<file path="config.mk">
export PLATFORM = sky130hd
export DESIGN_NAME = prog_loader
export DESIGN_NICKNAME = d
export VERILOG_FILES = /design/src/rtl/cpu_pkg.sv /design/src/rtl/prog_loader.sv
export SDC_FILE = /design/constraint.sdc
export NUM_CORES = 1
export LEC_CHECK = 0
export ABC_CLOCK_PERIOD_IN_PS = 4550
export BUFFER_PORTS_ARGS = -buffer_cell sky130_fd_sc_hd__clkbuf_2
export CAP_MARGIN = 20
export CORE_MARGIN = 8
export CORE_UTILIZATION = 53
export CTS_CLUSTER_DIAMETER = 50
export CTS_CLUSTER_SIZE = 40
export DETAILED_ROUTE_END_ITERATION = 6
export PLACE_DENSITY = 0.84
export SYNTH_ARGS = -nofsm -noshare
export SYNTH_HDL_FRONTEND = slang
export SYNTH_SLANG_ARGS = --single-unit
export TNS_END_PERCENT = 5
</file>
<file path="constraint.sdc">
create_clock -name clk -period 4.55 [get_ports clk]
set_clock_uncertainty 0.1 [all_clocks]
set_input_delay 0.455 -clock clk [delete_from_list [all_inputs] [get_ports clk]]
set_output_delay 0.455 -clock clk [all_outputs]
set_load 0.1 [all_outputs]
</file>
<file path="src/rtl/cpu_pkg.sv">
// Shared CPU-side definitions: instruction width, halt encoding and the loader state type.
package cpu_pkg;

    localparam int INSTR_W = 32;
    localparam logic [INSTR_W-1:0] NOP_INSTR = 32'h0;

    typedef enum logic [2:0] {
        LD_IDLE  = 3'd0,
        LD_LOAD  = 3'd1,
        LD_TERM  = 3'd2,
        LD_DONE  = 3'd3,
        LD_ERROR = 3'd4
    } loader_state_e;

endpackage

</file>
<file path="src/rtl/prog_loader.sv">
// Streams a program into instruction memory, appends a halt word, then releases the CPU.
// Optional running XOR of loaded words on `checksum` when PROG_LOADER_CHECKSUM_EN is defined.
//
// state    | meaning
// IDLE     | waiting for the first start after reset
// LOAD     | accepting instruction beats
// TERM     | writing the terminating NOP after the last word
// DONE     | program loaded, CPU released
// ERROR    | program exceeded IMEM_DEPTH
module prog_loader
    import cpu_pkg::*;
#(
    parameter int IMEM_DEPTH = 256,
    parameter int ADDR_W     = $clog2(IMEM_DEPTH)
) (
    input  logic               clk,
    input  logic               reset,
    input  logic               start,
    input  logic               s_valid,
    input  logic [INSTR_W-1:0] s_data,
    input  logic               s_last,
    output logic               s_ready,
    output logic               imem_we,
    output logic [ADDR_W-1:0]  imem_addr,
    output logic [INSTR_W-1:0] imem_wdata,
    output logic               cpu_reset,
    output logic               done,
    output logic               overflow,
    output logic [ADDR_W:0]    word_count
`ifdef PROG_LOADER_CHECKSUM_EN
    ,
    output logic [INSTR_W-1:0] checksum
`endif
);

    localparam logic [ADDR_W:0] DEPTH = (ADDR_W+1)'(IMEM_DEPTH);

    loader_state_e      state_q, state_d;
    logic [ADDR_W:0]    count_q, count_d, count_inc;
    logic               ovf_q, ovf_d;
    logic               we_q, we_d;
    logic [ADDR_W-1:0]  addr_q, addr_d;
    logic [INSTR_W-1:0] wdata_q, wdata_d;
    logic               full, accept, restart;

    assign full      = (count_q == DEPTH);
    assign count_inc = count_q + (ADDR_W+1)'(1);
    assign accept    = (state_q == LD_LOAD) && s_valid && !full;
    assign restart   = start && ((state_q == LD_IDLE) || (state_q == LD_DONE) ||
                                 (state_q == LD_ERROR));

    always_ff @(posedge clk) begin
        if (reset) state_q <= LD_IDLE;
        else       state_q <= state_d;
    end

    always_comb begin
        state_d = state_q;
        case (state_q)
            LD_IDLE, LD_DONE, LD_ERROR: if (start) state_d = LD_LOAD;
            LD_LOAD: begin
                if (s_valid) begin
                    if (full)        state_d = LD_ERROR;
                    else if (s_last) state_d = (count_inc < DEPTH) ? LD_TERM : LD_DONE;
                end
            end
            LD_TERM: state_d = LD_DONE;
            default: state_d = LD_IDLE;
        endcase
    end

    // Both data beats and the halt word go through the same write register,
    // so the halt lands the cycle after the last data word.
    always_comb begin
        count_d = count_q;
        ovf_d   = ovf_q;
        we_d    = 1'b0;
        addr_d  = addr_q;
        wdata_d = wdata_q;
        if (restart) begin
            count_d = '0;
            ovf_d   = 1'b0;
        end
        if (accept) begin
            we_d    = 1'b1;
            addr_d  = count_q[ADDR_W-1:0];
            wdata_d = s_data;
            count_d = count_inc;
        end
        if ((state_q == LD_LOAD) && s_valid && full) ovf_d = 1'b1;
        if (state_q == LD_TERM) begin
            we_d    = 1'b1;
            addr_d  = count_q[ADDR_W-1:0];
            wdata_d = NOP_INSTR;
        end
    end

    always_ff @(posedge clk) begin
        if (reset) begin
            count_q <= '0;
            ovf_q   <= 1'b0;
            we_q    <= 1'b0;
            addr_q  <= '0;
            wdata_q <= '0;
        end else begin
            count_q <= count_d;
            ovf_q   <= ovf_d;
            we_q    <= we_d;
            addr_q  <= addr_d;
            wdata_q <= wdata_d;
        end
    end

    // Outputs read as reset values for the whole time reset is high, not just after the edge.
    always_comb begin
        s_ready    = (state_q == LD_LOAD) && !reset;
        done       = (state_q == LD_DONE) && !reset;
        cpu_reset  = !done;
        imem_we    = we_q && !reset;
        imem_addr  = reset ? '0 : addr_q;
        imem_wdata = reset ? '0 : wdata_q;
        overflow   = ovf_q && !reset;
        word_count = reset ? '0 : count_q;
    end

`ifdef PROG_LOADER_CHECKSUM_EN
    logic [INSTR_W-1:0] csum_q, csum_d;

    always_comb begin
        csum_d = csum_q;
        if (restart) csum_d = '0;
        if (accept)  csum_d = csum_d ^ s_data;
    end

    always_ff @(posedge clk) begin
        if (reset) csum_q <= '0;
        else       csum_q <= csum_d;
    end

    assign checksum = reset ? '0 : csum_q;
`endif

endmodule
</file>
Word level (Yosys, flattened, before mapping)
Cells that the tools add are included.

cells by class
  add/sub/neg operators = 1
  order comparisons = 1
  equal/unequal tests = 8
  multiplexer cells = 17
  reduce and logical (&&, ||, !) cells = 20

operators with widths
  cell                 count
  $mux 32              1
  $mux 9               3
  $mux 8               3
  $mux 3               4
  $add 9x1->9 const B  1
  $eq 9x9->1 const B   1
  $lt 9x9->1 const B   1
  $pmux 3 s3           1
  $logic_and 1x1->1    8
  $eq 3x2->1 const B   2
  $reduce_bool 2->1    3
  $mux 1               5
  $ne 2x2->1 const B   2
  $eq 3x1->1 const B   1
  $eq 3x3->1 const B   1
  $logic_not 1->1      3
  $logic_not 3->1      1
  $ne 3x3->1 const B   1
  $reduce_and 3->1     1
  $reduce_or 3->1      1
  $logic_or 1x1->1     2
  $reduce_or 2->1      1

storage, ports and cells
  flip-flop bits (word level) = 54
  bits of input ports = 37
  output and inout bits = 54
  logic and storage cells = 53

Logic depth before layout (Yosys ltp)
  depth in word-level cells = 7
  gate-level depth with buffers = 8
  mapped depth without buffers = 6

Worst setup path before layout
No wires, ideal clock.

  path type = input to output
  start = in reset
  end = out done
  arrival time = 2437 ps
  required time = 3995 ps
  slack = 1558 ps
  stages = 5
  buffers on the path = 2
  cell sequence = clkbuf_1 -> clkbuf_1 -> nor2_1 -> nand2_1 -> inv_1

on the way
  word-level cells in the longest chain between the ends = 2

RTL lines
  what                line                RTL
  start: declaration  prog_loader.sv:17   input logic reset,
  $logic_not 1->1     prog_loader.sv:117  done = (state_q == LD_DONE) && !reset;
  $logic_and 1x1->1   prog_loader.sv:117
  end: declaration    prog_loader.sv:27   output logic done,

No other way between the ends.

Worst setup path in the final report
  start = in reset
  end = out word_count[6]

on the way
  word-level cells in the longest chain between the ends = 1

RTL lines
  what              line                RTL
  $mux 9            prog_loader.sv:123  word_count = reset ? '0 : count_q;
  end: declaration  prog_loader.sv:29   output logic [ADDR_W:0] word_count

No other way between the ends.

==> metrics.txt <==
FF-to-FF path depth 7; peak supply drop 0.218 mV; Post-Synth XOR/XNOR Area 0; Sink Count 54; area leader, netlist dfxtp_1; top cells by count, synth 71 x nand2_1, 54 x dfxtp_1, 54 x nor2b_1; Critical Path AT 2.11 ns; via density per instance 5.31; drt total wl 6240 um; routed length per placed instance 13.9 um; Syn Std Cell Area 0.00253 mm^2; Max Slew Vio Count 0; Worst Setup Start Kind input pin; drt drc 0; largest net degree at the start of global routing 53; dominant synthesized flop cell dfxtp_1; Hold Buf Count CTS 0; Seq/Total Area, Yosys 0.427; total track usage 0.171; Inserted Clock Buffers 5; Yosys top cell area share 0.427; fin crit share 0.587; EDFF count, synth 0; Critical Path Sink Type primary output; Switching Power 0.301 mW; clk buf depth 2; multiplexer share of the synthesized area 0.0356; worst reg2reg path startpoint count_q[1]$_SDFFE_PP0P_; Crit path required time 3.99 ns; slew of the pin with the lowest slew margin 0.985 ns; switch share 0.307; clock slew at reported path FFs 0.09 ns; final setup violation count 0; worst flop-to-flop path endpoint count_q[5]$_SDFFE_PP0P_; largest family of logic cells by synthesized area simple AND/OR/NAND/NOR gates; grt total ovfl 0; Initial Util 0.543; Max-slew headroom 0.343; slowest CP cell clkbuf_2; Filler cells 421; vias in the first global route 2,294; Final HPWL DP 4530 um; syn nets 355; CP startpoint reset; layout cells sized above 1 0.296; critical path class in -> out; Max Clk Rate 375 MHz; Ys Warns 0; LEAKAGE 1.32 nW; # port buffers 90; simple-gate share of the synthesized area 0.333; crit path cell chain clkbuf_2, buf_4, nor2b_1, clkbuf_2; clk root buf clkbuf_8; htree depth 2; most frequent cell after synthesis nand2_1; total number of vias 2,384; PwrDens 318 mW/mm^2; core area 0.00466 mm^2; Worst-Skew Late Latency 0.30 ns; CTS tree done; Die X 85.1 um; hold path start s_data[18]; synth top area cells dfxtp_1 43%, nor2b_1 13%, nand2_1 11%; r2r setup slk 2.07 ns; WHS 0.255 ns; Rows 25; GP Congestion 0.842; DR iter-0 viols 195; register area 0.00108 mm^2; Yosys cell types 39; Hold EP wdata_q[18]$_SDFFE_PP0P_; final net count 433; multi-input logic area 0.00134 mm^2; fin crit period 2.67 ns; Area growth, synth to finish 21.7%; status complete, no violations; Top Ports 91; Reg power frac 0.511; compound-cell area share of the yosys netlist 0.148; Adder-Cell Fraction of Synth Area 0.00989; Mapped Avg Cell Area 8.01 um^2; Diodes inserted 0; internal power 0.679 mW; Setup TNS Final 0 ns; asr flop ratio synth 0; Max-Cap Viols 0; PostCTS Resize Cnt 0; chip height 85.1 um; TritonRoute pass-1 iters 5; Cells after Synth 316; initial antenna violation count 0; Fin. Hold Viols 0; Clock power frac 0.296; post-CTS setup buffer count 0; critical-path maximum fanout 52; hold path depth 3; RSZ-0062 raised after global routing false; worst min path class in -> reg; worst stage delay on the critical path 0.54 ns; first-pass GRT wire length 10,200 um; Logic pwr share 0.193; post-synthesis register bit count 54; Antenna Nets Post-Route 0; most used cell, CP clkbuf_2; die area 0.00724 mm^2
==> area by class of cell <==
class                   count  share of cell area
multi-input cells         236               0.434
flip-flops and latches     54               0.351
repair buffers             93               0.154
clock buffers               7              0.0313
well taps                  54              0.0219
inverters                   4             0.00488
clock inverters             1             0.00284
==> sequential cells by signal (all words and copies together) (netlist names) <==
name	cells
wdata_q	32
count_q	9
we_q	1
ovf_q	1
state_q	3
addr_q	8
==> cells in the final DEF, fill, tap and decap left out, types with 4 or more instances in the layout <==
master and n:
a21oi_1 39, clkbuf_2 90, clkbuf_8 7, dfxtp_1 54, inv_1 4, mux2_2 8
nand2_1 71, nand3_1 9, nor2_1 10, nor2b_1 54, o21ai_0 6
==> metal layers <==
layer | track usage | vias to the layer above | part of all wire
met1 | 0.187 | 1085 | 0.40
met3 | 0.0608 | 14 | 0.086
met4 | 0.0744 | 0 | 0.022
li1 | - | 1206 | -
met5 | 0 | - | 0
met2 | 0.292 | 79 | 0.49
==> power by group through the flow <==
stage	combinational [mW]	sequential (mW)	clock, mW
after floorplan	0.154	0.508	0
after global placement	0.188	0.511	0
after detailed placement	0.190	0.512	0
after CTS	0.191	0.501	0.296
after global routing	0.203	0.504	0.319
final	0.189	0.501	0.290
==> cell families (layout without fill, tap and decap cells) <==
kind of cell / after synthesis / after routing
AND/OR/NAND/NOR: 162 / 162
buffers and inverters: 26 / 105
multiplexers: 8 / 8
adder cells (fa/ha/maj): 2 / 2
flip-flops: 54 / 54
AO/OA/AOI/OAI: 64 / 64
==> how the worst max path moves through the flow <==
stage	to	cells after the start	slack, ns
final	word_count[6]	4	1.88
after global routing	word_count[6]	4	1.75
after global placement	word_count[6]	4	1.88
after CTS	word_count[6]	4	1.86
after detailed placement	word_count[6]	4	1.86
after floorplan	done	5	1.56
==> per-stage QoR <==
| stage | power (mW) | cell area, um^2 | util | setup slack [ns] | instances |
|---|---|---|---|---|---|
| 6_report | 0.980 | 3080 | 0.661 | 1.88 | 449 |
| 3_3_place_gp | 0.699 | 2970 | 0.638 | 1.88 | 441 |
| 2_1_floorplan | 0.662 | 2530 | - | 1.56 | 316 |
| 5_1_grt | 1.03 | 3080 | 0.661 | 1.75 | 449 |
| 4_1_cts | 0.988 | 3080 | 0.661 | 1.86 | 449 |
| 3_5_place_dp | 0.702 | 2970 | 0.638 | 1.86 | 441 |
==> worst max-delay path: cells and delay by family <==
kind | cells | cell delay [ns]
buffers and inverters | 3 | 1.46
AND/OR/NAND/NOR | 1 | 0.21
Power figures use the tool's default switching activity.
